<file path="config.mk">
export PLATFORM = sky130hd
export DESIGN_NAME = wb_pipe_reg
export DESIGN_NICKNAME = d
export VERILOG_FILES = /design/src/rtl/wb_pipe_reg.sv
export SDC_FILE = /design/constraint.sdc
export NUM_CORES = 1
export LEC_CHECK = 0
export ABC_AREA = 1
export CAP_MARGIN = 20
export CORE_UTILIZATION = 46
export DETAILED_ROUTE_END_ITERATION = 10
export PLACE_DENSITY = 0.91
export SYNTH_ARGS = -nofsm -noshare
export SYNTH_HDL_FRONTEND = slang
export SYNTH_SLANG_ARGS = --single-unit
</file>
<file path="constraint.sdc">
create_clock -name CLK -period 3.5 [get_ports CLK]
set_input_delay 0.525 -clock CLK [delete_from_list [all_inputs] [get_ports CLK]]
set_output_delay 0.525 -clock CLK [all_outputs]
set_load 0.01 [all_outputs]
</file>
<file path="src/rtl/wb_pipe_reg.sv">
// ============================================================================
// Module   : wb_pipe_reg
// Brief    : MEM->WB pipeline register with valid/ready handshake and a
//            saturating backpressure counter. Define WB_PIPE_SKID_EN for a
//            2-entry skid buffer with registered in_ready.
// Revision : 1.0  initial release
// ============================================================================
`default_nettype none

module wb_pipe_reg #(
  parameter int DATA_W = 97,
  parameter int RD_W   = 5,
  parameter int CNT_W  = 16
) (
  input  logic              CLK,
  input  logic              RST_N,
  input  logic              in_valid,
  output logic              in_ready,
  input  logic [DATA_W-1:0] in_data,
  input  logic              in_regwrite,
  input  logic [RD_W-1:0]   in_rd,
  input  logic              flush,
  output logic              out_valid,
  input  logic              out_ready,
  output logic [DATA_W-1:0] out_data,
  output logic              out_regwrite,
  output logic [RD_W-1:0]   out_rd,
  output logic [CNT_W-1:0]  stall_cnt
);

  localparam logic [CNT_W-1:0] c_cnt_max = {CNT_W{1'b1}};

  logic [DATA_W-1:0] r_head_data;
  logic [RD_W-1:0]   r_head_rd;
  logic              r_head_rw;
  logic              w_out_valid;
  logic              w_accept;
  logic              w_retire;
  logic [CNT_W-1:0]  r_stall_cnt;

`ifdef WB_PIPE_SKID_EN

  typedef enum logic [1:0] {
    EMPTY = 2'd0,
    ONE   = 2'd1,
    TWO   = 2'd2
  } state_t;

  state_t            r_state;
  state_t            w_next_state;
  logic              r_in_ready;
  logic [DATA_W-1:0] r_skid_data;
  logic [RD_W-1:0]   r_skid_rd;
  logic              r_skid_rw;
  logic              w_load_head_in;
  logic              w_load_head_skid;
  logic              w_load_skid;

  assign w_out_valid = (r_state != EMPTY);
  assign w_accept    = in_valid && r_in_ready;
  assign w_retire    = w_out_valid && out_ready;
  assign in_ready    = r_in_ready;

  always_comb begin
    w_next_state     = r_state;
    w_load_head_in   = 1'b0;
    w_load_head_skid = 1'b0;
    w_load_skid      = 1'b0;
    if (flush) begin
      w_next_state = EMPTY;
    end else begin
      case (r_state)
        EMPTY: begin
          if (w_accept) begin
            w_next_state   = ONE;
            w_load_head_in = 1'b1;
          end
        end
        ONE: begin
          if (w_accept && w_retire) begin
            w_load_head_in = 1'b1;
          end else if (w_accept) begin
            w_next_state = TWO;
            w_load_skid  = 1'b1;
          end else if (w_retire) begin
            w_next_state = EMPTY;
          end
        end
        TWO: begin
          // in_ready is low here, so only a retire can occur
          if (w_retire) begin
            w_next_state     = ONE;
            w_load_head_skid = 1'b1;
          end
        end
        default: w_next_state = EMPTY;
      endcase
    end
  end

  always_ff @(posedge CLK or negedge RST_N) begin
    if (!RST_N) begin
      r_state    <= EMPTY;
      r_in_ready <= 1'b1;
    end else begin
      r_state    <= w_next_state;
      r_in_ready <= (w_next_state != TWO);
    end
  end

  always_ff @(posedge CLK or negedge RST_N) begin
    if (!RST_N) begin
      r_head_data <= '0;
      r_head_rd   <= '0;
      r_head_rw   <= 1'b0;
      r_skid_data <= '0;
      r_skid_rd   <= '0;
      r_skid_rw   <= 1'b0;
    end else begin
      if (w_load_head_in) begin
        r_head_data <= in_data;
        r_head_rd   <= in_rd;
        r_head_rw   <= in_regwrite;
      end else if (w_load_head_skid) begin
        r_head_data <= r_skid_data;
        r_head_rd   <= r_skid_rd;
        r_head_rw   <= r_skid_rw;
      end
      if (w_load_skid) begin
        r_skid_data <= in_data;
        r_skid_rd   <= in_rd;
        r_skid_rw   <= in_regwrite;
      end
    end
  end

`else

  logic r_valid;

  assign w_out_valid = r_valid;
  assign in_ready    = !r_valid || out_ready;
  assign w_accept    = in_valid && in_ready;
  assign w_retire    = r_valid && out_ready;

  always_ff @(posedge CLK or negedge RST_N) begin
    if (!RST_N) begin
      r_valid     <= 1'b0;
      r_head_data <= '0;
      r_head_rd   <= '0;
      r_head_rw   <= 1'b0;
    end else if (flush) begin
      r_valid <= 1'b0;
    end else if (w_accept) begin
      r_valid     <= 1'b1;
      r_head_data <= in_data;
      r_head_rd   <= in_rd;
      r_head_rw   <= in_regwrite;
    end else if (w_retire) begin
      r_valid <= 1'b0;
    end
  end

`endif

  // A flush edge leaves the counter untouched even if the head was stalled
  always_ff @(posedge CLK or negedge RST_N) begin
    if (!RST_N) begin
      r_stall_cnt <= '0;
    end else if (!flush && w_out_valid && !out_ready && (r_stall_cnt != c_cnt_max)) begin
      r_stall_cnt <= r_stall_cnt + 1'b1;
    end
  end

  assign out_valid    = w_out_valid;
  assign out_data     = r_head_data;
  assign out_rd       = w_out_valid ? r_head_rd : '0;
  assign out_regwrite = w_out_valid && r_head_rw && (r_head_rd != '0);
  assign stall_cnt    = r_stall_cnt;

endmodule

`default_nettype wire

</file>
# Yosys cells after proc, flatten, opt, wreduce, memory -nomap -nowiden
# Cells that the tools add are included.
dict set report word_totals {
  ff_bits 120
  in_bits 108
  out_inout_bits 121
  word_cells 26
}
dict set report op_classes {
  n_addsub 1
  eq_ne 1
  n_mux 4
  bitwise_logic 1
  reduce_logical 14
}
# op count
set ops {}
lappend ops {{$add 16x1->16 const B} 1}
lappend ops {{$ne 16x16->1 const B} 1}
lappend ops {{$logic_and 1x1->1} 7}
lappend ops {{$mux 5} 1}
lappend ops {{$reduce_bool 5->1} 1}
lappend ops {{$logic_not 1->1} 3}
lappend ops {{$mux 1} 3}
lappend ops {{$reduce_bool 3->1} 1}
lappend ops {{$reduce_and 2->1} 1}
lappend ops {{$logic_or 1x1->1} 1}
lappend ops {{$not 1->1} 1}

# Logic depth before layout (Yosys ltp)
# Gate-level depths: netlist (run 1).
dict set report depth {
  ltp_word 5
  ltp_mapped 9
  mapped_depth_nobuf 8
}

# Worst setup path before layout (run 1)
# Ideal clock, no wire load.
dict set report synth_timing {
  path_kind {reg2reg}
  start {register r_stall_cnt[0] (netlist: stall_cnt[0])}
  end {register r_stall_cnt[13] (netlist: stall_cnt[13])}
  setup_time_ns 0.116
  t_arrival_ns 1.437
  slack_ns 1.946
  path_stages_with_launch 10
  cell_sequence {dfrtp_1 -> ha_1 -> nand3_2 -> inv_2 -> nand2_2 -> nor2_1 -> nor2_4 -> buf_6 -> nand2_1 -> nand2_1}
}
dict set report synth_via {
  elab_chain_cells 2
  elab_cells_between_ends 3
}
# item line_no
set synth_rtl {}
lappend synth_rtl {{start: declaration} 39} ;# logic [CNT_W-1:0] r_stall_cnt;
lappend synth_rtl {{start signal: assignment} 171} ;# r_stall_cnt <= r_stall_cnt + 1'b1;
lappend synth_rtl {{branches (longest 2 deep; another with $add 16x1->16)} n/a}
# Parallel ways; which one is timed is not known.
# A chain may end at the register's enable or synchronous reset.

# Worst setup path in the final report (run 1)
dict set report layout_timing {
  start {input out_ready}
  end {output in_ready}
}
dict set report layout_via {
  elab_chain_cells 1
}
# item line_no
set layout_rtl {}
lappend layout_rtl {{start: declaration} 24} ;# input logic out_ready,
lappend layout_rtl {{$logic_or 1x1->1} 142} ;# assign in_ready = !r_valid || out_ready;
lappend layout_rtl {{end: declaration} 18} ;# output logic in_ready,
# Every way passes these cells.

==> flow_metrics.py, run 1 <==
metrics = {
    "outcome": {
        "outcome": "finished, final reports clean",
    },
    "synthesis": {
        "yosys_warnings": 0,
        "yosysTopAreaCell": "dfrtp_1",
        "synth_seq_area_share_pct": 57.1,
        "ys_types": 25,
        "yosys.area_share.simple_pct": 9.01,
        "yosys_register_bits": 120,
        "synth_top_area_share_pct": 57.1,
        "synth_xor_area_share_pct": 1.17,
        "ys_top_cells_by_area": "dfrtp_1 57%, mux2_4 17%, mux2_2 9.4%",
        "synthMuxAreaShare_pct": 26.3,
        "synth_top_family_by_area": "multiplexers",
        "syn_inst": 382,
        "syn_avg_cell_area_um2": 13.8,
        "syn_nets": 491,
        "synth_compound_area_share_pct": 1.26,
        "synth-adder-area-share_pct": 0.238,
        "syn_area_um2": 5260,
    },
    "global_routing": {
        "antenna_found_initial": 0,
        "grt_pass1_vias": 3908,
        "grt_max_degree": 70,
        "grt_overflow": 0,
        "grtUsageTotal_pct": 22.8,
        "grt_pass1_wl_mm": 20.0,
    },
    "sta": {
        "setup_slack_ns": 1.30,
        "finalClockSkew_ns": 0.00488,
        "setup_violations": 0,
        "slew_violations": 0,
        "hold_ws_ns": 0.132,
        "slew-limit-headroom_pct": 54.6,
        "hold_viol": 0,
        "finalCritPeriodShare_pct": 62.9,
        "rsz0062_at_grt": "false",
        "tns_ns": 0,
        "worst_slew_pin_slew_ns": 0.681,
        "period_needed_ns": 2.20,
        "clock.fmax_mhz": 454,
    },
    "clock_tree": {
        "cts.path.max_buffers": 2,
        "cts_made_buffers": 17,
        "cts_setup_buffers": 0,
        "insertion_delay_ns": 0.42,
        "post_cts_resized": 0,
        "cts-root-buf": "clkbuf_16",
        "clock-sinks": 120,
        "htreeDepth": 4,
        "cts_tree": "built",
        "ctsHoldBuffers": 0,
        "clk_pin_slew_ns": 0.05,
    },
    "cells_and_area": {
        "mostFrequentLayoutCells": "227 x clkdlybuf4s50_1, 120 x dfrtp_1, 69 x nand2_1",
        "final_nets": 728,
        "diodes": 0,
        "fin_area_um2": 8150,
        "fin_util_pct": 74.2,
        "layoutNonFillerInstCount": 772,
        "drive_gt1_share_pct": 23.1,
        "layout_commonest_cell": "clkdlybuf4s50_1",
        "fillerInstances": 713,
        "areaGrowthSynthToFinish_pct": 55.0,
    },
    "floorplanning": {
        "dieWidth_um": 109,
        "start_util_pct": 47.9,
        "die_area_um2": 11900,
        "num_rows": 38,
        "die_y_um": 109,
        "io_pins": 229,
        "core_area_um2": 11000,
    },
    "place": {
        "dp_worst_setup_slack_ns": 1.03,
        "globalplace.congestion": 0.878,
        "placed_area_um2": 7580,
        "portBuffers": 228,
        "hpwlAfterDp_mm": 9.26,
        "post-place-cells": 740,
    },
    "worst_hold_path": {
        "hold_path.class": "in -> async",
    },
    "critical_path": {
        "cp_max_fo": 3,
        "worstPathArrival_ns": 1.68,
        "end_kind": "primary output",
        "required_ns": 2.97,
        "cp-start-kind": "primary input",
        "path_class": "in -> out",
    },
    "routing": {
        "via_count": 3796,
        "wl_mm": 13.3,
        "antenna_left": 0,
        "route.detailed.drc": 0,
        "drtIter0Drc": 145,
        "vias_per_cell": 4.92,
        "firstDrtPassIters": 4,
        "wl_per_cell_um": 17.2,
    },
    "power_and_ir_drop": {
        "power_frac_comb_pct": 25.2,
        "clkPwrFrac_pct": 36.2,
        "p_seq_share_pct": 38.6,
        "peakVddDrop_v": 0.000442,
        "p_switching_mw": 1.18,
        "total_power_mw": 4.68,
        "p_leak_nw": 3.66,
        "p_int_mw": 3.50,
        "powerDensity_nw_per_um2": 574,
        "p_sw_share_pct": 25.3,
    },
    "run": {
        "maxCapViolCount": 0,
    },
}
synth_stat cells, drive strengths merged:
library cell,count
nor2,20
nor3,1
o21ai,11
ha,1
nand4,6
nand3,9
xor2,1
buf,13
mux2,103
xnor2,6
inv,20
nand2,71
dfrtp,120
sequential cells by signal, summed over array words and instances, names as in the netlist:
register and cells:
stall_cnt 16, r_head_rd 5, out_data 97, out_valid 1, r_head_rw 1
final timing paths:
kind	from	end	slack [ns]	cells past startpoint
max in group asynchronous	RST_N	r_head_rd[4]	2.56	2
min in group CLK	out_data[79]	out_data[79]	0.50	1
setup reg to reg	out_valid	out_data[92]	1.54	4
hold reg to reg	out_data[79]	out_data[79]	0.50	1
setup / recovery	out_ready	in_ready	1.30	4
hold / removal	RST_N	stall_cnt[4]	0.13	1
layer usage:
metal / vias to the layer above / global-route usage (%) / wire, um
met3: 22 / 8.97 / 1310
li1: 1753 / - / -
met5: - / 0 / 0
met4: 0 / 10.1 / 238
met2: 183 / 38.1 / 6740
met1: 1838 / 25.8 / 5040
kinds of logic (layout without fill, tap and decap cells):
logic type	count (synthesis)	after routing
multiplexers	103	103
buffers and inverters	33	283
AO/OA/AOI/OAI	11	11
adder cells (fa/ha/maj)	1	1
AND/OR/NAND/NOR	107	107
XOR/XNOR	7	7
flip-flops	120	120
critical path, stage by stage:
cell and delay (ns):
clkdlybuf4s50_1 0.45, inv_1 0.06, nand2_4 0.09, clkdlybuf4s50_1 0.55
power by group through the flow:
stage | clock network, mW | logic (mW) | registers, mW
2_1_floorplan | 0 | 0.402 | 1.90
3_3_place_gp | 0 | 1.15 | 1.81
3_5_place_dp | 0 | 1.18 | 1.82
4_1_cts | 1.72 | 1.19 | 1.81
5_1_grt | 1.78 | 1.26 | 1.84
6_report | 1.69 | 1.18 | 1.81
layout make-up:
| cell class | instances | area [um2] | share of cell area, % |
|---|---|---|---|
| timing repair buffer | 231 | 2330 | 28.5 |
| multi-input combinational | 229 | 2000 | 24.5 |
| clock inverter | 8 | 95.1 | 1.17 |
| inverter | 20 | 75.1 | 0.921 |
| clock buffer | 24 | 482 | 5.91 |
| tap | 140 | 175 | 2.15 |
| sequential | 120 | 3000 | 36.8 |
No activity file was read; power rests on OpenSTA's default activity.
==> run 2, diff against run 1 <==
CORE_UTILIZATION = 38   (was 46)
PLACE_DENSITY = 0.81   (was 0.91)
clock period = 1.8 ns   (was 3.5 ns; I/O delays follow)
==> run 2 against run 1 <==
Compared with the run above:
- non-clock buffer count is 13 higher
- final cell count is 6.1% higher
- setup slack worse by 1.2 ns
- global-route usage is 3.8 points lower
- register-to-register slack worse by 1.4 ns
- total power is 92% higher
- sequential power is 93% higher
- combinational power is 99% higher
- utilization is 12 points lower
- clock-buffer cell count is 4 lower
- critical endpoint is now stall_cnt[2]
- largest cell class unchanged
- largest power group unchanged
==> flow_metrics.py, run 2 (same netlist as run 1, synthesis figures left out) <==
metrics = {
    "routing": {
        "via_count": 3883,
        "route.detailed.drc": 0,
        "wl_mm": 13.3,
        "firstDrtPassIters": 5,
        "wl_per_cell_um": 16.2,
        "drtIter0Drc": 112,
        "vias_per_cell": 4.74,
        "antenna_left": 0,
    },
    "critical_path": {
        "timing.critical_path.from": "stall_cnt[2]",
        "worstPathArrival_ns": 1.48,
        "path_delay_family": "buffers and inverters",
        "slowest_stage": "clkdlybuf4s50_1",
        "crit_buf_inv": 1,
        "crit_chain": "clkdlybuf4s50_1",
        "cp-start-kind": "flip-flop",
        "path_class": "reg -> out",
        "required_ns": 1.53,
        "critPathMaxStageDelay_ns": 0.59,
        "r2r_start": "stall_cnt[1]",
        "end_kind": "primary output",
        "cp_max_fo": 7,
    },
    "floorplanning": {
        "core_area_um2": 13300,
        "die_area_um2": 14300,
        "dieWidth_um": 120,
        "io_pins": 229,
        "start_util_pct": 39.4,
        "die_y_um": 120,
        "num_rows": 42,
    },
    "place": {
        "dp_worst_setup_slack_ns": 0.00899,
        "portBuffers": 228,
        "globalplace.congestion": 0.814,
        "hpwlAfterDp_mm": 9.60,
    },
    "clock_tree": {
        "clk_pin_slew_ns": 0.05,
        "cts-root-buf": "clkbuf_16",
        "cts.path.max_buffers": 2,
        "htreeDepth": 4,
        "cts_tree": "built",
        "cts_made_buffers": 17,
        "clock-sinks": 120,
        "insertion_delay_ns": 0.41,
    },
    "sta": {
        "finalCritPeriodShare_pct": 97.1,
        "worst_slew_pin_slew_ns": 0.638,
        "slew_violations": 0,
        "setup_slack_ns": 0.0518,
        "hold_viol": 0,
        "period_needed_ns": 1.75,
        "tns_ns": 0,
        "setup_violations": 0,
        "clock.fmax_mhz": 572,
        "slew-limit-headroom_pct": 57.5,
        "finalClockSkew_ns": 0.00722,
        "hold_ws_ns": 0.466,
        "rsz0062_at_grt": "false",
    },
    "global_routing": {
        "grt_overflow": 0,
        "grt_pass1_wl_mm": 21.0,
        "grt_pass1_vias": 4090,
        "grtUsageTotal_pct": 19.1,
        "grt_max_degree": 121,
        "antenna_found_initial": 0,
    },
    "power_and_ir_drop": {
        "powerDensity_nw_per_um2": 1080,
        "total_power_mw": 9.01,
        "peakVddDrop_v": 0.000543,
        "p_leak_nw": 3.76,
    },
    "cells_and_area": {
        "largest_reg_flops": 97,
        "final_nets": 741,
        "fin_util_pct": 62.4,
        "areaGrowthSynthToFinish_pct": 58.3,
        "layout_commonest_cell": "clkdlybuf4s50_1",
        "drive_gt1_share_pct": 24.9,
        "diodes": 0,
        "mostFrequentLayoutCells": "220 x clkdlybuf4s50_1, 119 x dfrtp_1, 69 x nand2_1",
    },
    "outcome": {
        "outcome": "finished, final reports clean",
    },
    "worst_hold_path": {
        "worstHoldStart": "in_data[80]",
        "hold_path.class": "in -> reg",
    },
    "run": {
        "maxCapViolCount": 0,
    },
}
## run 2: changes by cell type in the layout (fill, tap and decap cells not counted), sizes merged
cell | before | now
clkdlybuf4s50 | 227 | 220
dlygate4sd2 | 0 | 7
clkbuf | 24 | 20
clkinv | 4 | 6
dlygate4sd3 | 0 | 1
buf | 4 | 16
## run 2: report_power, final
group          switching, mW  total (mW)  internal [mW]
registers              0.323        3.49           3.17
logic                  0.815        2.35           1.53
clock network           1.14        3.17           2.04
## run 2: area by class of cell
class	count	area, um2
Clock inverter	10	105
Sequential cell	120	3000
Fill cell	1017	5020
Timing Repair Buffer	244	2480
Inverter	20	75.1
Tap cell	176	220
Multi-Input combinational cell	229	2000
Clock buffer	20	447
## run 2: stage by stage
step                      std cells  instance area (um2)
after floorplan                 382                 5260
after global placement          787                 7770
after detailed placement        787                 7770
after CTS                       819                 8330
after global routing            819                 8330
final                           819                 8330
## run 2: repair_timing
item                                   in CTS  in global routing
hold buffers                                1                  0
setup endpoints to repair                   8                  2
setup buffers                               1                  0
gates resized for setup                     8                  1
endpoints found under the hold margin      83                  0
## run 2: layer usage
metal  vias to the layer above  global-route usage [%]  share of wire, %
li1                       1778                       -                 -
met1                      1926                    22.0                40
met2                       154                    32.3                51
met3                        25                    6.70               7.3
met4                         0                    7.27               1.9
met5                         -                       0                 0
## run 2: worst paths after layout
kind / end / slack, ns / depth (start not counted)
setup / recovery: stall_cnt[2] / 0.05 / 1
setup reg to reg: stall_cnt[9] / 0.16 / 9
min in group asynchronous: out_data[47] / 0.51 / 3
hold reg to reg: out_data[8] / 0.50 / 1
hold / removal: out_data[80] / 0.47 / 2
max in group asynchronous: out_valid / 0.80 / 3
==> run 3, diff against run 2 <==
SKIP_CTS_REPAIR_TIMING = 1   (was unset)
==> run 3 against run 2 <==
Compared with the run above:
- clock skew up 0.0016 ns
- setup slack worse by 0.00072 ns
- first-iteration DRC count up 17%
- clock power about the same
==> flow_metrics.py, run 3 (same netlist as run 1, synthesis figures left out) <==
metrics = {
    "cells_and_area": {
        "areaGrowthSynthToFinish_pct": 58.8,
        "fin_util_pct": 62.6,
        "diodes": 0,
        "fillerInstances": 1015,
        "regArea_um2": 3000,
        "drive_gt1_share_pct": 24.9,
        "layout_commonest_cell": "clkdlybuf4s50_1",
        "multi_input_area_um2": 2000,
        "largest_reg_flops": 97,
        "final_nets": 741,
        "mostFrequentLayoutCells": "220 x clkdlybuf4s50_1, 119 x dfrtp_1, 69 x nand2_1",
    },
    "sta": {
        "finalCritPeriodShare_pct": 97.2,
        "hold_ws_ns": 0.467,
        "rsz0062_at_grt": "false",
        "worst_slew_pin_slew_ns": 0.648,
        "slew_violations": 0,
        "hold_viol": 0,
        "setup_violations": 0,
        "finalClockSkew_ns": 0.00883,
        "setup_slack_ns": 0.0510,
        "slew-limit-headroom_pct": 56.8,
        "period_needed_ns": 1.75,
        "clock.fmax_mhz": 572,
    },
    "place": {
        "hpwlAfterDp_mm": 9.60,
        "portBuffers": 228,
        "globalplace.congestion": 0.814,
        "dp_worst_setup_slack_ns": 0.00899,
    },
    "power_and_ir_drop": {
        "peakVddDrop_v": 0.000541,
        "p_leak_nw": 3.84,
        "powerDensity_nw_per_um2": 1080,
        "total_power_mw": 9.01,
    },
    "floorplanning": {
        "core_area_um2": 13300,
        "num_rows": 42,
        "die_area_um2": 14300,
        "dieWidth_um": 120,
        "die_y_um": 120,
        "io_pins": 229,
        "start_util_pct": 39.4,
    },
    "global_routing": {
        "grt_pass1_wl_mm": 21.0,
        "grt_overflow": 0,
        "grt_max_degree": 121,
        "grtUsageTotal_pct": 19.0,
        "antenna_found_initial": 0,
        "grt_pass1_vias": 4085,
    },
    "clock_tree": {
        "cts_made_buffers": 17,
        "clock-sinks": 120,
        "htreeDepth": 4,
        "cts-root-buf": "clkbuf_16",
        "cts_tree": "built",
        "clk_pin_slew_ns": 0.05,
        "insertion_delay_ns": 0.41,
        "cts.path.max_buffers": 2,
    },
    "worst_hold_path": {
        "hold-path-endpoint": "out_data[80]",
        "holdPathStages": 2,
        "worstHoldStart": "in_data[80]",
        "hold_path.class": "in -> reg",
    },
    "outcome": {
        "outcome": "finished, final reports clean",
    },
    "critical_path": {
        "path_delay_family": "buffers and inverters",
        "slowest_stage": "clkdlybuf4s50_1",
        "worstPathArrival_ns": 1.48,
        "cp-start-kind": "flip-flop",
        "end_kind": "primary output",
        "critPathMaxStageDelay_ns": 0.59,
        "path_class": "reg -> out",
        "required_ns": 1.53,
        "worstRegToRegCells": 9,
        "reg2reg_setup_slack_ns": 0.16,
        "r2r_start": "stall_cnt[1]",
        "crit_buf_inv": 1,
        "crit_chain": "clkdlybuf4s50_1",
        "worstReg2RegEnd": "stall_cnt[9]",
        "cp_max_fo": 7,
    },
    "routing": {
        "route.detailed.drc": 0,
        "wl_mm": 13.3,
        "vias_per_cell": 4.75,
        "drtIter0Drc": 131,
        "firstDrtPassIters": 4,
        "wl_per_cell_um": 16.2,
        "antenna_left": 0,
        "via_count": 3888,
    },
    "run": {
        "maxCapViolCount": 0,
    },
}
## run 3: cell types whose count changed in the layout (fill, tap and decap cells not counted), sizes merged
cell,delta
dlygate4sd2,-7
dlymetal6s2s,+7
## run 3: worst max-delay path by stage
stage                  from  cells after the start       endpoint
6_report       stall_cnt[2]                      1   stall_cnt[2]
5_1_grt        stall_cnt[1]                      8   stall_cnt[9]
4_1_cts           out_valid                      3   out_regwrite
3_5_place_dp          flush                      6   out_data[71]
3_3_place_gp      out_ready                      7   out_data[72]
2_1_floorplan  stall_cnt[0]                      9  stall_cnt[13]
## run 3: worst register-to-register path: stages, from the launching register on
cell and delay (ns):
dfrtp_1 0.42, ha_2 0.26, nand3_2 0.13, inv_2 0.11, nand2_2 0.06, nor2_1 0.20, nor2_4 0.06, buf_12 0.15
nand2_1 0.06, o21ai_0 0.07
## run 3: cell type report
| class | instances | share of cell area, % |
|---|---|---|
| clock buffers | 20 | 5.35 |
| well taps | 176 | 2.64 |
| repair buffers | 244 | 30.0 |
| multi-input cells | 229 | 23.9 |
| flip-flops and latches | 120 | 35.9 |
| inverters | 20 | 0.898 |
| clock inverters | 10 | 1.26 |
## run 3: layer usage
| layer | up-vias | track usage, % | part of all wire, % |
|---|---|---|---|
| li1 | 1777 | - | - |
| met3 | 23 | 6.70 | 7.3 |
| met4 | 0 | 7.27 | 1.9 |
| met5 | - | 0 | 0 |
| met1 | 1932 | 21.9 | 39 |
| met2 | 156 | 32.3 | 52 |
## run 3: power by group
part | switching (mW) | total, mW | internal [mW]
combinational | 0.813 | 2.35 | 1.54
sequential | 0.324 | 3.49 | 3.17
clock | 1.13 | 3.17 | 2.04
## run 3: stage by stage
| step | std cells | setup TNS, ns | cell area (um2) |
|---|---|---|---|
| floorplan | 382 | 0 | 5260 |
| global placement | 787 | 0 | 7770 |
| detailed placement | 787 | 0 | 7770 |
| CTS | 817 | -0.986 | 8320 |
| global route | 819 | 0 | 8360 |
| finish | 819 | 0 | 8360 |
